===== src/rtl/timer_irq_responder_pkg.sv =====
// Purpose: shared constants for the timer_irq_responder peripheral.
//   Register byte offsets inside the 16-byte block, TCON bit positions,
//   TCON width and bus widths.
package timer_pkg;

    localparam int unsigned ADDR_W = 32;
    localparam int unsigned DATA_W = 32;

    // Byte offsets of the four word registers
    localparam logic [3:0] TH_OFF      = 4'h0;
    localparam logic [3:0] TL_OFF      = 4'h4;
    localparam logic [3:0] TCON_OFF    = 4'h8;
    localparam logic [3:0] SYSTICK_OFF = 4'hC;

    // TCON bit positions
    localparam int unsigned EN_BIT = 0;
    localparam int unsigned IE_BIT = 1;
    localparam int unsigned IS_BIT = 2;
    localparam int unsigned OS_BIT = 3;
    localparam int unsigned TCON_W = 4;

endpackage


===== src/rtl/timer_irq_responder_if.sv =====
// Purpose: CPU MEM-stage data access bus as seen by the timer peripheral.
//   master : CPU side   (drives MemRead, MemWrite, Address, Write_data)
//   slave  : peripheral (drives Read_data, Hit)
interface timer_irq_responder_if;
    import timer_pkg::*;

    logic              MemRead;
    logic              MemWrite;
    logic [ADDR_W-1:0] Address;
    logic [DATA_W-1:0] Write_data;
    logic [DATA_W-1:0] Read_data;
    logic              Hit;

    modport master (
        output MemRead, MemWrite, Address, Write_data,
        input  Read_data, Hit
    );

    modport slave (
        input  MemRead, MemWrite, Address, Write_data,
        output Read_data, Hit
    );

endinterface


===== src/rtl/timer_irq_responder_tick.sv =====
// Purpose: tick_prescaler - divides clk by PRESCALE while enabled.
//   clk   : system clock
//   reset : asynchronous active-low reset
//   en    : count enable; the counter is held at 0 while low
//   tick  : high in the cycle the counter equals PRESCALE-1 (combinational)
module tick_prescaler #(
    parameter int unsigned PRESCALE = 1
) (
    input  logic clk,
    input  logic reset,
    input  logic en,
    output logic tick
);

    localparam int unsigned CNT_W = (PRESCALE > 1) ? $clog2(PRESCALE) : 1;
    localparam logic [CNT_W-1:0] LAST = CNT_W'(PRESCALE - 1);

    logic [CNT_W-1:0] cnt_q, cnt_d;

    // Wrap at LAST, clear whenever disabled
    always_comb begin
        cnt_d = cnt_q;
        if (!en || cnt_q == LAST) begin
            cnt_d = '0;
        end else begin
            cnt_d = cnt_q + CNT_W'(1);
        end
    end

    always_ff @(posedge clk or negedge reset) begin
        if (!reset) begin
            cnt_q <= '0;
        end else begin
            cnt_q <= cnt_d;
        end
    end

    assign tick = en && (cnt_q == LAST);

endmodule


===== src/rtl/timer_irq_responder.sv =====
// Purpose: memory-mapped timer beside the data memory. Counts prescaled
//   ticks in TL, reloads from TH on overflow and raises a level interrupt.
//   Build option: define TIMER_ONESHOT_EN to add TCON.OS (one-shot mode).
// Ports:
//   clk       : system clock
//   reset     : asynchronous active-low reset
//   bus       : CPU data access (slave modport); Read_data/Hit combinational
//   Interrupt : registered IS & IE
module timer_irq_responder
    import timer_pkg::*;
#(
    parameter logic [31:0] BASE_ADDR = 32'h4000_0000,
    parameter int unsigned PRESCALE  = 1
) (
    input  logic                  clk,
    input  logic                  reset,
    timer_irq_responder_if.slave  bus,
    output logic                  Interrupt
);

    localparam int unsigned W = DATA_W;

    logic [W-1:0]      th_q, th_d, tl_q, tl_d, systick_q;
    logic              en_q, en_d, ie_q, ie_d, is_q, is_d, os_q;
    logic              irq_q;
    logic              hit, wr, tick, overflow;
    logic [3:0]        off;
    logic [TCON_W-1:0] tcon;
    logic              unused_bits;

`ifdef TIMER_ONESHOT_EN
    logic              os_d;
`else
    assign os_q = 1'b0;
`endif

    // Word-aligned decode: Address[1:0] ignored
    assign off = {bus.Address[3:2], 2'b00};
    assign hit = (bus.Address[ADDR_W-1:4] == BASE_ADDR[ADDR_W-1:4]);
    assign wr  = bus.MemWrite && hit;

    assign unused_bits = ^{bus.Address[1:0], bus.Write_data[W-1:TCON_W],
                           bus.Write_data[OS_BIT]};

    tick_prescaler #(.PRESCALE(PRESCALE)) u_prescaler (
        .clk   (clk),
        .reset (reset),
        .en    (en_q),
        .tick  (tick)
    );

    assign overflow = tick && (tl_q == '1);

    // Next state: timer update first, CPU write overrides it, overflow status last
    always_comb begin
        th_d = th_q;
        tl_d = tl_q;
        en_d = en_q;
        ie_d = ie_q;
        is_d = is_q;
`ifdef TIMER_ONESHOT_EN
        os_d = os_q;
`endif
        if (tick) begin
            tl_d = overflow ? th_q : tl_q + W'(1);
        end
        if (wr) begin
            case (off)
                TH_OFF: th_d = bus.Write_data;
                TL_OFF: tl_d = bus.Write_data;
                TCON_OFF: begin
                    en_d = bus.Write_data[EN_BIT];
                    ie_d = bus.Write_data[IE_BIT];
                    if (!bus.Write_data[IS_BIT]) begin
                        is_d = 1'b0;
                    end
`ifdef TIMER_ONESHOT_EN
                    os_d = bus.Write_data[OS_BIT];
`endif
                end
                default: ;
            endcase
        end
        // Hardware set beats a same-edge software clear
        if (overflow && ie_q) begin
            is_d = 1'b1;
        end
`ifdef TIMER_ONESHOT_EN
        if (overflow && os_q) begin
            en_d = 1'b0;
        end
`endif
    end

    always_ff @(posedge clk or negedge reset) begin
        if (!reset) begin
            th_q      <= '0;
            tl_q      <= '0;
            en_q      <= 1'b0;
            ie_q      <= 1'b0;
            is_q      <= 1'b0;
            systick_q <= '0;
            irq_q     <= 1'b0;
        end else begin
            th_q      <= th_d;
            tl_q      <= tl_d;
            en_q      <= en_d;
            ie_q      <= ie_d;
            is_q      <= is_d;
            systick_q <= systick_q + W'(1);
            irq_q     <= is_q && ie_q;
        end
    end

`ifdef TIMER_ONESHOT_EN
    always_ff @(posedge clk or negedge reset) begin
        if (!reset) begin
            os_q <= 1'b0;
        end else begin
            os_q <= os_d;
        end
    end
`endif

    // TCON read image; OS reads 0 when the one-shot option is absent
    always_comb begin
        tcon         = '0;
        tcon[EN_BIT] = en_q;
        tcon[IE_BIT] = ie_q;
        tcon[IS_BIT] = is_q;
        tcon[OS_BIT] = os_q;
    end

    // Combinational read mux, zero when not selected
    always_comb begin
        bus.Read_data = '0;
        if (bus.MemRead && hit) begin
            case (off)
                TH_OFF:      bus.Read_data = th_q;
                TL_OFF:      bus.Read_data = tl_q;
                TCON_OFF:    bus.Read_data = W'(tcon);
                SYSTICK_OFF: bus.Read_data = systick_q;
                default:     bus.Read_data = '0;
            endcase
        end
    end

    assign bus.Hit   = hit;
    assign Interrupt = irq_q;

endmodule


===== src/flat_wrapper.sv =====
// flat-port wrapper written by rule: the top's interface ports become plain ports
module timer_irq_responder_flat import timer_pkg::*;
#(
    parameter logic [31:0] BASE_ADDR = 32'h4000_0000,
    parameter int unsigned PRESCALE  = 1
)
  (clk, reset, Interrupt, bus_MemRead, bus_MemWrite, bus_Address, bus_Write_data, bus_Read_data, bus_Hit);
  timer_irq_responder_if bus_i ();
  input  logic clk;
  input  logic reset;
  output logic Interrupt;
  input wire logic [$bits(bus_i.MemRead)-1:0] bus_MemRead;
  input wire logic [$bits(bus_i.MemWrite)-1:0] bus_MemWrite;
  input wire logic [$bits(bus_i.Address)-1:0] bus_Address;
  input wire logic [$bits(bus_i.Write_data)-1:0] bus_Write_data;
  output wire logic [$bits(bus_i.Read_data)-1:0] bus_Read_data;
  output wire logic [$bits(bus_i.Hit)-1:0] bus_Hit;
  assign bus_i.MemRead = bus_MemRead;
  assign bus_i.MemWrite = bus_MemWrite;
  assign bus_i.Address = bus_Address;
  assign bus_i.Write_data = bus_Write_data;
  assign bus_Read_data = bus_i.Read_data;
  assign bus_Hit = bus_i.Hit;
  timer_irq_responder #(.BASE_ADDR(BASE_ADDR), .PRESCALE(PRESCALE)) u_core (.clk(clk), .reset(reset), .bus(bus_i), .Interrupt(Interrupt));
endmodule

===== config.mk =====
export PLATFORM = sky130hd
export DESIGN_NAME = timer_irq_responder_flat
export DESIGN_NICKNAME = d
export VERILOG_FILES = /design/src/rtl/timer_irq_responder_pkg.sv /design/src/rtl/timer_irq_responder_if.sv /design/src/rtl/timer_irq_responder_tick.sv /design/src/rtl/timer_irq_responder.sv /design/src/flat_wrapper.sv
export SDC_FILE = /design/constraint.sdc
export NUM_CORES = 1
export LEC_CHECK = 0
export ABC_AREA = 1
export CAP_MARGIN = 20
export CORE_UTILIZATION = 55
export DETAILED_ROUTE_END_ITERATION = 16
export MAX_ROUTING_LAYER = met4
export PLACE_DENSITY = 0.81
export SLEW_MARGIN = 5
export SYNTH_ARGS = -nofsm -noshare
export SYNTH_HDL_FRONTEND = slang
export SYNTH_SLANG_ARGS = --single-unit

===== constraint.sdc =====
create_clock -name clk -period 1.8 [get_ports clk]
set_input_delay 0.36 -clock clk [delete_from_list [all_inputs] [get_ports clk]]
set_output_delay 0.36 -clock clk [all_outputs]
set_load 0.01 [all_outputs]

Word-level counts from Yosys, hierarchy flattened:

Index checks and enable logic that the tools add are counted.

* logic and storage cells: 43
* bits of input ports: 68
* register bits after elaboration: 101
* output and inout bits: 34

* bitwise gates (word level): 1
* muxes and demuxes: 11
* add/sub/neg operators: 3
* reduce and logical (&&, ||, !) cells: 14
* equal/unequal tests: 6

Operator list (count)
* $mux 32: 5
* $pmux 32 s4: 1
* $add 32x1->32 const B: 2
* $eq 32x32->1 const B: 1
* $eq 28x27->1 const B: 1
* $logic_and 1x1->1: 6
* $mux 1: 5
* $eq 2x2->1 const B: 2
* $logic_not 4->1: 1
* $reduce_and 2->1: 2
* $reduce_bool 2->1: 2
* $reduce_and 3->1: 1
* $eq 2x1->1 const B: 1
* $ne 2x1->1 const B: 1
* $add 1x1->1 const B: 1
* $logic_not 1->1: 1
* $logic_or 1x1->1: 1
* $not 1->1: 1

Logic depth before layout (Yosys ltp):

* depth after elaboration: 7
* mapped depth: 11
* mapped depth without buffers: 11

Cells and area by module:

Synthesis repeated with hierarchy kept, for this count alone.

* cells, all modules: 1093
* area total of the unflattened synthesis: 6984.2 um^2

Modules (own cells, without submodules)
* timer_irq_responder: area each 6945.4 um^2, sequential area each 2502.4 um^2, instances 1, cells each 1089
* tick_prescaler: area each 38.8 um^2, sequential area each 25.0 um^2, instances 1, cells each 4

Worst setup path before layout:

OpenSTA, ideal clock, no wires.

* path kind: input -> output
* start: input port bus_Address[27]
* end: output port bus_Read_data[24]
* required time: 1.440 ns
* stages on the path: 8
* slack: -0.021 ns
* path buffers: 1
* arrival time: 1.461 ns
* cells stage by stage: nor2_1 > nand2_1 > nor2_1 > nand2_1 > nor2_2 > nand2_1 > clkbuf_1 > a31oi_1

* word-level cells in the longest chain between the ends: 3

RTL lines
* start: declaration: line flat_wrapper.sv:14 `input wire logic [$bits(bus_i.Address)-1:0] bus_Address;`
* $eq 28x27->1: line timer_irq_responder.sv:39 `assign hit = (bus.Address[ADDR_W-1:4] == BASE_ADDR[ADDR_W-1:4]);`
* via bus_Hit: line flat_wrapper.sv:17 `output wire logic [$bits(bus_i.Hit)-1:0] bus_Hit;`
* $logic_and 1x1->1: line timer_irq_responder.sv:137 `if (bus.MemRead && hit) begin`
* $mux 32: line timer_irq_responder.sv:137
* end: declaration: line flat_wrapper.sv:16 `output wire logic [$bits(bus_i.Read_data)-1:0] bus_Read_data;`

The timed path passes the listed nets, and every way through them passes these cells.

Worst setup path after layout:

* start: register u_core.tl_q[1]
* end: register u_core.tl_q[7]

* word-level cells in the longest chain between the ends: 6
* elaborated cells between the ends (all ways): 7
* those cells by class: add/sub (1); eq/ne (1); mux (4); reduce/logical (1)

RTL lines
* start: declaration: line timer_irq_responder.sv:23 `logic [W-1:0] th_q, th_d, tl_q, tl_d, systick_q;`
* start signal: assignment: line timer_irq_responder.sv:106 `tl_q <= tl_d;`
* branches (longest 2 deep; another with $add 32x1->32)
* $mux 32 (*): line timer_irq_responder.sv:65 `tl_d = overflow ? th_q : tl_q + W'(1);`
* $mux 32 (*): line timer_irq_responder.sv:64 `if (tick) begin`
* $mux 32: line timer_irq_responder.sv:68 `case (off)`
* $mux 32 (*): line timer_irq_responder.sv:67 `if (wr) begin`
* via u_core.tl_d[7]: line timer_irq_responder.sv:23

Mark *: on every way through the listed nets, which the timed path passes.
A chain may end at the register's enable or synchronous reset.

==> qor.yml <==
reg2reg_setup_slack_ns: -0.48
row_count: 40
die_h_um: 113
place_congestion: 1.00
finalMaxSlewViolations: 0
drv_cap: 0
n_antenna_cell: 0
antenna_found_initial: 0
wl_um: 28600
die_area_mm2: 0.0127
cts-buffers-inserted: 9
dpl.hpwl_um: 15400
p_leak_nw: 5.08
drt-met1-wl_um: 10100
ys_types: 35
finalHoldViolations: 0
grt_first_pass_wirelength_um: 37400
min_period_over_period: 1.27
cp.arrival_ns: 2.53
core_mm2: 0.0120
violations: "setup timing"
power.density_mw_per_mm2: 466
max_freq_mhz: 439
num_io_pins: 102
r2r_start: "u_core.tl_q[1]"
synth_seq_area_share: 0.374
clkLatencyLatePin_ns: 0.37
drive_above_1_share: 0.313
cts_tree: "yes"
timing.rr.end: "u_core.tl_q[7]"
grt_util_all_layers: 0.392
clock_sinks: 101
drt-vias-per-instance: 6.25
first_iter_violations: 1232
synthCells: 1024
startpoint_type: "register"
crit_path_top_delay_cell: "dfrtp_1"
slew_headroom: 0.638
vias: 8407
pre_cts_slack_ns: -0.855
clk_path_buf_depth: 2
grt-ovfl-total: 0
final.min_clock_period_ns: 2.28
required_ns: 2.05
dpl_cell_area_mm2: 0.00841
min_path_type: "in -> async"
ys_ff_latch: 101
wl_met2_um: 12600
tightest_slew_ns: 0.541
ys.warnings.count: 0
worst-setup-path-type: "reg -> reg"
finalSetupViolCount: 65
start_util: 0.562
ctsRootBufferMaster: "clkbuf_16"
dr.pass1.iters: 8
fillers: 699
peakVddDrop_uv: 524
fin_worst_skew_ns: 0.00832
grt_pass1_vias: 7275
syn_area_mm2: 0.00676
crit_path_end_kind: "register"
drc_errors: 0
areaGrowthSynthToFinish_pct: 47.3
slowest_delay_ns: 0.47
synth_nets: 1094
final_cell_area_mm2: 0.00995
antenna_left: 0
crit_fanout: 3
status: "finished with violations"
finalWorstSetupSlack_ns: -0.477
met3_length_um: 3720
rsz0062_at_grt: "true"
cts_htree_levels: 3
crit_top_cell: "nand2_1"
die_x_um: 113
dr.max_layer_used: "met4"
grt_start_max_net_pins: 41
path_cells: "ha_4 > inv_2 > nor2_4 > buf_6 > nand3_4 > nor2_2 > nand3_1 > nor2_1 > nand2_1 > nand2_1 > a21oi_2"
cts.reportedPaths.clkPinSlew_ns: 0.07
synth.avg_cell_area_um2: 6.60
reg2reg_depth: 11
fin_nets: 1265
routedWlPerCell_um: 21.2
port_buffers: 99
## how the worst max path moves through the flow
stage	slack, ns	from	to
2_1_floorplan	-0.02	bus_Address[27]	bus_Read_data[24]
3_3_place_gp	-0.80	bus_Address[30]	bus_Read_data[15]
3_5_place_dp	-0.86	bus_Address[19]	bus_Read_data[9]
4_1_cts	-0.31	bus_Address[19]	bus_Read_data[4]
5_1_grt	-0.51	u_core.tl_q[0]	u_core.tl_q[7]
6_report	-0.48	u_core.tl_q[1]	u_core.tl_q[7]
## layout make-up
type,instances,area [µm²],share of cell area
flip-flops and latches,101,2560,0.257
multi-input cells,791,4620,0.464
repair buffers,200,1950,0.196
inverters,92,345,0.0347
clock inverters,2,16.3,0.00163
clock buffers,13,280,0.0282
well taps,147,184,0.0185
## cells in the mapped netlist, drive strengths merged
cell type	count	area, µm²
inv	92	345
or2	1	6.26
a221oi	3	26.3
conb	1	3.75
a21oi	37	200
nand3b	9	67.6
o21ai	16	80.1
nand4	21	131
nor3b	1	12.5
nor2	160	668
nor3	10	55.1
nor4	4	25.0
dfrtp	101	2530
xor2	27	236
xnor2	14	123
nand3	76	403
clkbuf	25	93.8
and2	1	6.26
ha	2	25.0
buf	15	98.8
a31oi	29	181
nand2	379	1440
## layer usage
metal	up-vias	track usage
met3	242	0.0782
met5	-	-
met1	3845	0.499
met2	732	0.614
met4	0	0.160
li1	3588	-
## through the flow
stage | instances | TNS, ns | hold WS [ns] | power (mW) | utilization
final | 1346 | -12.87 | 0.488 | 4.64 | 0.829
after global placement | 1298 | -37.36 | 0.343 | 2.65 | 0.700
after floorplan | 1024 | -0.558 | 0.0644 | 2.38 | -
after CTS | 1329 | -13.92 | 0.502 | 4.57 | 0.735
after detailed placement | 1298 | -42.37 | 0.341 | 2.65 | 0.700
after global routing | 1346 | -14.47 | 0.515 | 4.76 | 0.829
## registers in the layout, summed over array words and instances, names as in the netlist
| register | count |
|---|---|
| u_core.systick_q | 32 |
| u_core.th_q | 32 |
| u_core.tl_q | 32 |
| u_core.Interrupt | 1 |
| u_core.en_q | 1 |
| u_core.ie_q | 1 |
| u_core.is_q | 1 |
| u_core.u_prescaler.cnt_q | 1 |
## kinds of logic (layout without fill, tap and decap cells)
kind of cell / Yosys count / count (layout) / synth area share
AND/OR/NAND/NOR: 662 / 662 / 0.417
buffers and inverters: 132 / 307 / 0.0796
flip-flops: 101 / 101 / 0.374
AO/OA/AOI/OAI: 85 / 85 / 0.0722
XOR/XNOR: 41 / 41 / 0.0531
adder cells (fa/ha/maj): 2 / 2 / 0.00370
other: 1 / 1 / 0.000555
## worst max-delay path: cells and delay by family (launching register included)
family	cells	cell delay, ns
and+or+nand+nor	7	1.25
DFF	1	0.47
adders and majority gates	1	0.21
buffers and inverters	2	0.18
AOI/OAI and AO/OA	1	0.06
## what timing repair did
item                                    CTS  global route
setup buffers                            10            16
gates cloned                              5             9
hold buffers                              1             0
pin swaps                                 5            52
endpoints found under the hold margin    29             0
endpoints found under the setup margin   54           108
gates resized for setup                 257           238
## layout by cell type, fill, tap and decap left out, types with 20 or more instances in the layout
master,instances
a31oi_4,21
nand3_2,20
buf_2,34
dfrtp_1,78
nand3_1,54
nor2_1,105
nand2_2,26
clkdlybuf4s50_1,35
nand4_1,21
xor2_1,27
a21oi_2,26
buf_6,39
inv_1,88
nor2_2,23
dfrtp_2,23
nor2_4,30
nand2_1,344
buf_4,63
## report_power, final
part	internal [mW]	leakage [nW]	switching (mW)
registers	2.27	1.22	0.000334
clock network	1.08	0.144	0.888
logic	0.186	3.72	0.211
total	3.54	5.08	1.10
Power figures use the tool's default switching activity.
